### config.mk
export PLATFORM = sky130hd
export DESIGN_NAME = comm_sender
export DESIGN_NICKNAME = d
export VERILOG_FILES = /design/src/rtl/comm_sender.sv
export SDC_FILE = /design/constraint.sdc
export NUM_CORES = 1
export LEC_CHECK = 0
export BUFFER_PORTS_ARGS = -buffer_cell sky130_fd_sc_hd__buf_4
export CAP_MARGIN = 25
export CELL_PAD_IN_SITES_DETAIL_PLACEMENT = 2
export CELL_PAD_IN_SITES_GLOBAL_PLACEMENT = 2
export CORE_AREA = 2 2 76 78
export CTS_BUF_LIST = sky130_fd_sc_hd__clkbuf_4 sky130_fd_sc_hd__clkbuf_8
export CTS_CLUSTER_SIZE = 16
export DETAILED_ROUTE_END_ITERATION = 6
export DIE_AREA = 0 0 78 80
export HOLD_SLACK_MARGIN = 0.15
export PLACE_DENSITY = 0.83
export SLEW_MARGIN = 15
export SYNTH_ARGS = -nofsm -noshare
export SYNTH_HDL_FRONTEND = slang
export SYNTH_SLANG_ARGS = --single-unit
### constraint.sdc
create_clock -name clk -period 2.2 [get_ports clk]
set_clock_uncertainty 0.2 [all_clocks]
set_input_delay 0.22 -clock clk [delete_from_list [all_inputs] [get_ports clk]]
set_output_delay 0.22 -clock clk [all_outputs]
set_load 0.01 [all_outputs]
### src/rtl/comm_sender.sv
// Serial transmitter toward the controller MCU: start bit, LSB-first data,
// odd parity, stop bit, then an enforced idle gap. The line idles high.
module comm_sender #(
    parameter int  packetBits = 8,
    parameter real clkFreq    = 74.25e6,
    parameter real usBit      = 10.0,
    parameter int  gapBits    = 2
) (
    input  logic                  clk,
    input  logic                  rst,
    input  logic [packetBits-1:0] dataIn,
    input  logic                  valid,
    output logic                  ready,
    output logic                  serDatOut,
    output logic                  txDone
);

    localparam int bitTicks = int'(clkFreq * usBit / 1.0e6);
    localparam int tickW    = (bitTicks > 2) ? $clog2(bitTicks) : 1;
    localparam int bitW     = (packetBits > 1) ? $clog2(packetBits) : 1;

    localparam logic [tickW-1:0] tickLoad = tickW'(bitTicks - 1);
    localparam logic [bitW-1:0]  lastBit  = bitW'(packetBits - 1);
    localparam logic [3:0]       lastGap  = 4'((gapBits > 0) ? gapBits - 1 : 0);

    generate
        if (bitTicks < 2) begin : gBadTicks
            $error("comm_sender: bitTicks must be at least 2");
        end
        if (packetBits < 1 || packetBits > 16) begin : gBadBits
            $error("comm_sender: packetBits must be 1..16");
        end
        if (gapBits < 0 || gapBits > 15) begin : gBadGap
            $error("comm_sender: gapBits must be 0..15");
        end
    endgenerate

    typedef enum logic [2:0] {IDLE, START, DATA, PARITY, STOP, GAP} state_t;

    state_t                state;
    logic [tickW-1:0]      tickCnt;
    logic [bitW-1:0]       bitCnt;
    logic [3:0]            gapCnt;
    logic [packetBits-1:0] shiftReg;
    logic                  parity;

    always_ff @(posedge clk or negedge rst) begin
        if (!rst) begin
            state     <= IDLE;
            serDatOut <= 1'b1;
            ready     <= 1'b0;
            txDone    <= 1'b0;
            tickCnt   <= '0;
            bitCnt    <= '0;
            gapCnt    <= '0;
            shiftReg  <= '0;
            parity    <= 1'b0;
        end else begin
            // Registered one cycle early so the pulse lands in the stop bit's final cycle.
            txDone <= (state == STOP) && (tickCnt == tickW'(1));

            if (state != IDLE) begin
                tickCnt <= (tickCnt == '0) ? tickLoad : tickCnt - 1'b1;
            end

            case (state)
                IDLE: begin
                    serDatOut <= 1'b1;
                    ready     <= 1'b1;
                    if (valid && ready) begin
                        shiftReg  <= dataIn;
                        parity    <= ~^dataIn;
                        tickCnt   <= tickLoad;
                        ready     <= 1'b0;
                        serDatOut <= 1'b0;
                        state     <= START;
                    end
                end
                START: begin
                    if (tickCnt == '0) begin
                        serDatOut <= shiftReg[0];
                        shiftReg  <= shiftReg >> 1;
                        bitCnt    <= '0;
                        state     <= DATA;
                    end
                end
                DATA: begin
                    if (tickCnt == '0) begin
                        if (bitCnt == lastBit) begin
                            serDatOut <= parity;
                            state     <= PARITY;
                        end else begin
                            bitCnt    <= bitCnt + 1'b1;
                            serDatOut <= shiftReg[0];
                            shiftReg  <= shiftReg >> 1;
                        end
                    end
                end
                PARITY: begin
                    if (tickCnt == '0) begin
                        serDatOut <= 1'b1;
                        state     <= STOP;
                    end
                end
                STOP: begin
                    if (tickCnt == '0) begin
                        if (gapBits == 0) begin
                            ready <= 1'b1;
                            state <= IDLE;
                        end else begin
                            gapCnt <= '0;
                            state  <= GAP;
                        end
                    end
                end
                GAP: begin
                    if (tickCnt == '0) begin
                        if (gapCnt == lastGap) begin
                            ready <= 1'b1;
                            state <= IDLE;
                        end else begin
                            gapCnt <= gapCnt + 1'b1;
                        end
                    end
                end
                default: state <= IDLE;
            endcase
        end
    end

endmodule
==> results of run 1 <==
==> stage by stage <==
stage | power [mW] | std cells | setup slack (ns)
2_1_floorplan | 1.12 | 191 | -0.0447
3_3_place_gp | 1.26 | 286 | 0.0578
3_5_place_dp | 1.31 | 286 | -0.0177
4_1_cts | 1.95 | 304 | 0.00254
5_1_grt | 2.11 | 308 | -0.0183
6_report | 1.99 | 308 | 0.0640
==> cells by family after synthesis <==
group                    Yosys count  synth area share
flip-flops                        32             0.423
AO/OA/AOI/OAI                     35             0.120
XOR/XNOR                          12            0.0554
buffers and inverters             13            0.0257
adder cells (fa/ha/maj)            6            0.0396
multiplexers                      18             0.106
AND/OR/NAND/NOR                   75             0.230
==> power by group through the flow <==
stage          combinational, mW  sequential (mW)  clock, mW
3_3_place_gp               0.394            0.869          0
2_1_floorplan              0.277            0.847          0
6_report                   0.522            0.878      0.588
4_1_cts                    0.472            0.873      0.603
3_5_place_dp               0.429            0.881          0
5_1_grt                    0.583            0.897      0.625
==> layer usage <==
layer,vias up,track usage,part of all wire
li1,781,-,-
met2,28,0.380,0.55
met3,10,0.0260,0.023
met1,850,0.239,0.41
met5,-,0,0
met4,0,0.0947,0.019
==> placed cells by master (no fill, tap or decap), types with 2 or more instances in the layout <==
cell type	synthesis	routed
sky130_fd_sc_hd__nor2b_1	3	2
sky130_fd_sc_hd__a22o_1	4	4
sky130_fd_sc_hd__ha_1	6	4
sky130_fd_sc_hd__ha_4	0	2
sky130_fd_sc_hd__dlygate4sd3_1	0	9
sky130_fd_sc_hd__nand3_1	8	8
sky130_fd_sc_hd__o21ai_0	13	13
sky130_fd_sc_hd__inv_1	7	6
sky130_fd_sc_hd__xor2_1	2	2
sky130_fd_sc_hd__nand4_1	2	2
sky130_fd_sc_hd__nand2b_1	3	3
sky130_fd_sc_hd__a21oi_1	8	8
sky130_fd_sc_hd__nand2_1	19	19
sky130_fd_sc_hd__and3_1	2	2
sky130_fd_sc_hd__or4_1	5	5
sky130_fd_sc_hd__buf_4	0	32
sky130_fd_sc_hd__xnor2_1	10	10
sky130_fd_sc_hd__nor3_1	7	7
sky130_fd_sc_hd__or3_1	3	3
sky130_fd_sc_hd__a31oi_1	2	2
sky130_fd_sc_hd__o31ai_1	3	3
sky130_fd_sc_hd__dfrtp_1	31	31
sky130_fd_sc_hd__nor2_1	14	14
sky130_fd_sc_hd__clkbuf_8	0	5
sky130_fd_sc_hd__mux2_2	17	17
==> sequential cells by signal (all words and copies together) (netlist names) <==
name and count:
parity 1, ready 1, serDatOut 1, gapCnt 4, shiftReg 8, bitCnt 3
state 3, txDone 1, tickCnt 10
==> timing repair <==
action | CTS | global route
gates resized for setup | 5 | 5
hold buffers | 9 | 0
setup endpoints to repair | 10 | 13
setup buffers | 1 | 4
pin swaps | 2 | 1
endpoints found under the hold margin | 40 | 0
==> how the worst min path moves through the flow <==
stage	from	end	slack [ns]	cells past startpoint
3_3_place_gp	rst	shiftReg[4]$_DFFE_PN0P_	-0.002	1
4_1_cts	valid	serDatOut$_DFFE_PN1P_	0.18	4
6_report	valid	serDatOut$_DFFE_PN1P_	0.19	4
3_5_place_dp	rst	shiftReg[5]$_DFFE_PN0P_	-0.004	1
5_1_grt	valid	serDatOut$_DFFE_PN1P_	0.22	4
2_1_floorplan	rst	bitCnt[0]$_DFFE_PN0P_	-0.28	0
==> worst max-delay path, cell delays in order (launching register included) <==
cell,delay [ns]
sky130_fd_sc_hd__dfrtp_1,0.40
sky130_fd_sc_hd__inv_2,0.10
sky130_fd_sc_hd__ha_4,0.14
sky130_fd_sc_hd__nor3b_4,0.26
sky130_fd_sc_hd__nand3_4,0.14
sky130_fd_sc_hd__a211oi_4,0.27
sky130_fd_sc_hd__buf_12,0.16
sky130_fd_sc_hd__mux2_2,0.34
==> cell type report <==
type                            count  area, um2  area share
Tap cell                           72       90.1      0.0363
Timing Repair Buffer               43        362       0.146
Clock buffer                        6       76.3      0.0308
Multi-Input combinational cell    146       1090       0.439
Sequential cell                    32        802       0.323
Inverter                            7       26.3      0.0106
Clock inverter                      2       35.0      0.0141
==> results.txt, run 1 <==
The area share of the largest cell type after synthesis is 0.409. The initial cell density of the core came out at 0.351. The final setup violation count is 0, and the internal power consumption is 1.35 mW. Derived from the worst setup path, the maximum achievable clock frequency is 0.468 GHz. Startpoint of the lowest-slack register-to-register path: tickCnt[1]$_DFF_PN0_. The post-detailed-routing wire length was 5.97 mm; the setup TNS was 0 ns.

The run gives 0.423 as the post-synthesis sequential area ratio. The ratio of cells with drive above 1 in the final layout is 0.305. The period utilization came out at 0.971. For the share of total power in sequential cells, the log shows 0.442. Sorting the synthesized cells by area gives the leading types as sky130_fd_sc_hd__dfrtp_1 (41%), sky130_fd_sc_hd__mux2_2 (10%), sky130_fd_sc_hd__xnor2_1 (4.6%), sky130_fd_sc_hd__ha_1 (4.0%), sky130_fd_sc_hd__nand2_1 (3.8%). In this run the worst path has a maximum fanout of 8.

By startpoint and endpoint, the worst setup path is classified as reg2reg. The async set-reset flop share out of synthesis was 1.00; the cell area power density was 801 mW/mm2. Data arrives at the worst endpoint at 2.11 ns.

In the routed design, unresolved DRC markers number 0. The tree is rooted in a sky130_fd_sc_hd__clkbuf_8. For the aggregate global-route resource usage, the log shows 0.207.

The tools report the nature of the critical path endpoint as a flop. Dividing the detail-routed wire length by the instance count gives 19.4 um. The leakage power of the design was 1.05 nW. Setup repair after global routing could not meet its margin everywhere. For the finished layout, the period the worst path requires is 2.14 ns. The run finished with clean final reports. The floorplan step defined a die boundary enclosing 0.00624 mm2.

Across the VDD grid, the largest voltage drop is 0.339 mV. The via count of the first global-routing pass is 1,834, and the net count after synthesis is 208. For the utilization after layout, the log shows 0.459. Dominant cell by count in the synthesized netlist: sky130_fd_sc_hd__dfrtp_1.

The area after detailed placement was 0.00219 mm2; the depth of the CTS H-tree was 2. The number of hold-slack violations in the final timing report came out at 0. The source of the critical timing path was tickCnt[1]$_DFF_PN0_. The buffer levels on the longest clock path is 2. The proportion of total power due to net switching was 0.321. The clock slew seen by the registers of the worst setup and hold paths is 0.08 ns, and the number of sinks on the clock net is 32. Yosys printed 0 warnings. The number of antenna violations at the first check in global routing came out at 0. Before antenna repair, the detailed router went through 4 iterations. Entering global routing, the biggest net connects 33 pins.

Biggest area consumer among synthesized cells: sky130_fd_sc_hd__dfrtp_1. Across all register-to-register paths, the minimum setup slack is 0.06 ns. The layout has 575 filler cells.

In the synthesized netlist, the cells that appear most often are sky130_fd_sc_hd__dfrtp_1 (31), sky130_fd_sc_hd__nand2_1 (19), sky130_fd_sc_hd__mux2_2 (17), sky130_fd_sc_hd__nor2_1 (14), sky130_fd_sc_hd__o21ai_0 (13). Clock tree synthesis inserted a total of 5 buffers. The synthesized instance count was 191; the part of the power in the clock network was 0.296.

The detailed placement HPWL was 3.80 mm; the count of input and output buffers was 13. After synthesis, the netlist uses 37 different library cells. The remaining max-slew budget at the tightest pin was 0.614. The worst register-to-register path has a depth of 7.

The remaining global-route overflow is 0. The chip width works out to 78 um. The destination of the critical timing path was shiftReg[2]$_DFFE_PN0P_. Category of the worst setup path launch point: a flop. The relative area change from synthesis to final layout is 30.9%.

The min-delay analysis places its worst path in the category in2reg. At the pin with the least slew margin, the transition time is 0.578 ns. The detailed router placed 1,669 vias in this run.

The worst path required time is 2.18 ns. Synthesis inferred 32 register bits. The net total in the final layout was 252; the die extent in y was 80 um. The count of pins over their slew limit is 0. For the worst-skew pair, the clock arrives at the later sink with an insertion delay of 0.30 ns. For the global placer's final weighted congestion, the log shows 0.720. After the first detailed-routing iteration, the DRC count stood at 106.

The run gives 0.263 as the share of total power in combinational logic. The worst hold slack across all endpoints was 0.191 ns; the mean instance size in the synthesized netlist was 9.92 um2. The tools report the site row count as 27. The endpoint identified for the worst register-to-register timing path is shiftReg[2]$_DFFE_PN0P_.

The post-detailed-route count of antenna-violating nets came out at 0. The floorplan core area was 0.00541 mm2. TritonCTS built the clock tree. The count of flip-flops with a built-in enable after synthesis was 0. The prevailing post-synth register cell is sky130_fd_sc_hd__dfrtp_1.

In the routed layout, each cell is associated on average with a via count of 5.42. Finished layout cell area: 0.00248 mm2. The first global-routing pass estimated 9.76 mm of wire. The tools report the reported max-cap violation count as 0. The logs give 0.639 mW for the power dissipated by switching net loads and 14 for the number of primary I/O pins. The repair_antennas step left the layout with diodes totalling 0.

The cell area that synthesis handed to floorplanning was 0.00190 mm2.
Note: power is estimated with default switching activity, not from simulation.
==> run 2, diff against run 1 <==
==> constraint.sdc (replaced) <==
create_clock -name clk -period 2.2 [get_ports clk]
set_clock_uncertainty 0.2 [all_clocks]
set_input_delay 0.33 -clock clk [delete_from_list [all_inputs] [get_ports clk]]
set_output_delay 0.33 -clock clk [all_outputs]
set_load 0.01 [all_outputs]
==> results.txt, run 2 (synthesized netlist as in run 1, its figures left out) <==
The aggregate global-route resource usage is 0.196. The initial cell density of the core is 0.351. The worst hold path belongs to the class in2reg. Counting along the longest clock path gives a buffer depth of 2. The logs give 1,782 for the via count of the first global-routing pass and 0 for the reported max-cap violation count.

The tools report the cell at the root of the clock tree as sky130_fd_sc_hd__clkbuf_8. Buffers inserted during clock tree synthesis total 5. The post-detailed-routing wire length is 5.63 mm. The top register by number of flip-flops is tickCnt.

TritonCTS built the clock tree. The flip-flop and latch area was 802 um2. The logs give 0.00109 mm2 for the multi-input combinational cell area and 33 for the maximum number of pins on one net before global-route repair. The period utilization is 0.962.

In this run the cell area measured after placement is 0.00219 mm2. Clock-pin slew was measured on the worst setup and hold paths at 0.07 ns. Family of cells with the greatest summed delay on the critical path: adder cells. The worst setup path is captured at a flop.

The tools report the global-route wire length before repair as 9.31 mm. The cell area power density was 821 mW/mm2. The HPWL after detailed placement is 3.80 mm. In the layout the commonest cells are sky130_fd_sc_hd__buf_4 (32), sky130_fd_sc_hd__dfrtp_1 (31), sky130_fd_sc_hd__nand2_1 (19).

Data on the critical path arrives at its endpoint at 2.09 ns. 14 I/O pins were placed. The run finished with clean final reports. The slew at the pin closest to its max-slew limit is 0.576 ns. The internal portion of the total power is 1.36 mW. The number of hold-slack violations in the final timing report was 0.

IR analysis of the VDD net gives a maximum drop of 0.326 mV. The finished layout cell area was 0.00242 mm2; the number of sinks on the clock net was 32. The detailed router finished its first iteration with 86 violations. The tools report the category of the worst setup path launch point as a flop. Buffers placed on the I/O ports in this run total 13. In this run the horizontal extent of the chip is 78 um.

The post-detailed-route count of antenna-violating nets was 0. The die extent in y works out to 80 um. Proportion of total power due to net switching: 0.318. After floorplanning, the core was divided into 27 placement rows. Dividing the detail-routed via count by the number of cells gives 5.42.

The path depth of the worst reg2reg path was 7. The die area is 0.00624 mm2. For the net total in the final layout, the log shows 245. Data on the critical path is required at its endpoint by 2.18 ns. The critical path runs through a total of 7 cells. The number of flip-flops in the largest register came out at 10.

Setup total negative slack on the finished layout was measured at 0 ns. The tools report the number of inserted filler cells in the final layout as 590. Count of pins over their slew limit: 0. For the highest clock frequency the design can meet, the log shows 0.472 GHz. The residual DRC count came out at 0. The overall via count from detail_route came out at 1,630.

The first detailed-routing pass took 4 iterations. On the worst path, the slowest cell contributes a delay of 0.41 ns. Leaving out fill and tap cells, the most frequent cell in the layout is sky130_fd_sc_hd__buf_4. The number of buffer and inverter stages on the critical path came out at 1. The run gives 0.442 as the share of total power in sequential cells.

At the end of routability-driven placement, the weighted congestion stood at 0.720. Along the worst hold path, the cell count comes to 3. The critical path goes through ha_1 > ha_2 > nor2b_4 > a2bb2oi_1 > a211oi_4 > buf_12 > mux2_2.

Minimum clock period: 2.12 ns. The total overflow left after global routing is 0. The power dissipated by switching net loads was 0.631 mW. The number of antenna violations at the first check in global routing came out at 0.

The ratio of cells with drive above 1 in the final layout is 0.319. Summed over all cells, the static leakage comes to 1.03 nW. The share of total power in combinational logic was 0.263.

For this design, the slowest cell found on the critical path is sky130_fd_sc_hd__dfrtp_1. The largest fanout of any net on the critical path is 8, and the part of the power in the clock network is 0.295. The number of diodes added for antenna fixing is 0, and the routed length per placed instance is 18.7 um. The run gives 0.615 as the remaining max-slew budget at the tightest pin. For the floorplan core area, the log shows 0.00541 mm2. Relative to the synthesized area, the layout overhead comes to 27.7%. The depth of the CTS H-tree was 2; the final setup violation count was 0. The critical path is of the reg2reg type.

The largest registers in the layout are tickCnt x10, shiftReg x8, gapCnt x4. For the clock latency of the later-clocked register in the worst-skew pair, the log shows 0.29 ns.
[run 2: cell count changes in the layout (fill, tap and decap cells not counted), sizes merged]
cell / change
dlygate4sd3: -8
buf: +1
[run 2: routing by layer]
| layer | vias up | part of all wire | wire length [um] | track usage |
|---|---|---|---|---|
| li1 | 767 | - | - | - |
| met3 | 12 | 0.017 | 95 | 0.0260 |
| met1 | 829 | 0.43 | 2400 | 0.236 |
| met5 | - | 0 | 0 | 0 |
| met4 | 0 | 0.023 | 131 | 0.0947 |
| met2 | 22 | 0.53 | 3000 | 0.343 |
[run 2: final timing paths]
| path | to | slack [ns] | startpoint |
|---|---|---|---|
| max in group asynchronous | serDatOut$_DFFE_PN1P_ | 1.15 | rst |
| worst min register to register | shiftReg[3]$_DFFE_PN0P_ | 0.31 | shiftReg[3]$_DFFE_PN0P_ |
| min in group asynchronous | shiftReg[5]$_DFFE_PN0P_ | 0.33 | rst |
| worst max register to register | shiftReg[0]$_DFFE_PN0P_ | 0.08 | bitCnt[1]$_DFFE_PN0P_ |
| worst max-delay path | shiftReg[0]$_DFFE_PN0P_ | 0.08 | bitCnt[1]$_DFFE_PN0P_ |
| worst min-delay path | shiftReg[3]$_DFFE_PN0P_ | 0.21 | dataIn[3] |
[run 2: stage by stage]
stage	utilization	power (mW)	instances	hold slack, ns	setup WS, ns
final	0.448	1.99	301	0.213	0.0835
after global routing	0.448	2.11	301	0.224	-0.00376
after CTS	0.432	1.94	296	0.206	0.00254
after detailed placement	0.406	1.31	286	0.106	-0.0177
after global placement	0.406	1.26	286	0.108	0.0578
after floorplan	-	1.12	191	-0.166	-0.0447
[run 2: power groups by stage]
stage | registers, mW | clock network (mW) | logic (mW)
5_1_grt | 0.899 | 0.621 | 0.589
3_5_place_dp | 0.881 | 0 | 0.429
6_report | 0.878 | 0.586 | 0.523
3_3_place_gp | 0.869 | 0 | 0.394
4_1_cts | 0.873 | 0.603 | 0.461
2_1_floorplan | 0.847 | 0 | 0.277
[run 2: worst min-delay path, delay by kind of cell]
kind / cells / cell delay [ns]
buf+inv: 1 / 0.09
mux: 2 / 0.26
[run 2: area by class of cell]
| cell class | count | area share |
|---|---|---|
| multi-input cells | 146 | 0.450 |
| flip-flops and latches | 32 | 0.331 |
| repair buffers | 36 | 0.125 |
| well taps | 72 | 0.0372 |
| clock buffers | 6 | 0.0315 |
| clock inverters | 2 | 0.0145 |
| inverters | 7 | 0.0109 |
[run 2: repair_timing]
action,4_1_cts,5_1_grt
gates cloned,0,0
hold buffers,1,0
resized for setup,5,5
endpoints found under the hold margin,32,0
pin swaps,2,1
setup endpoints to repair,10,13
setup buffers,1,5
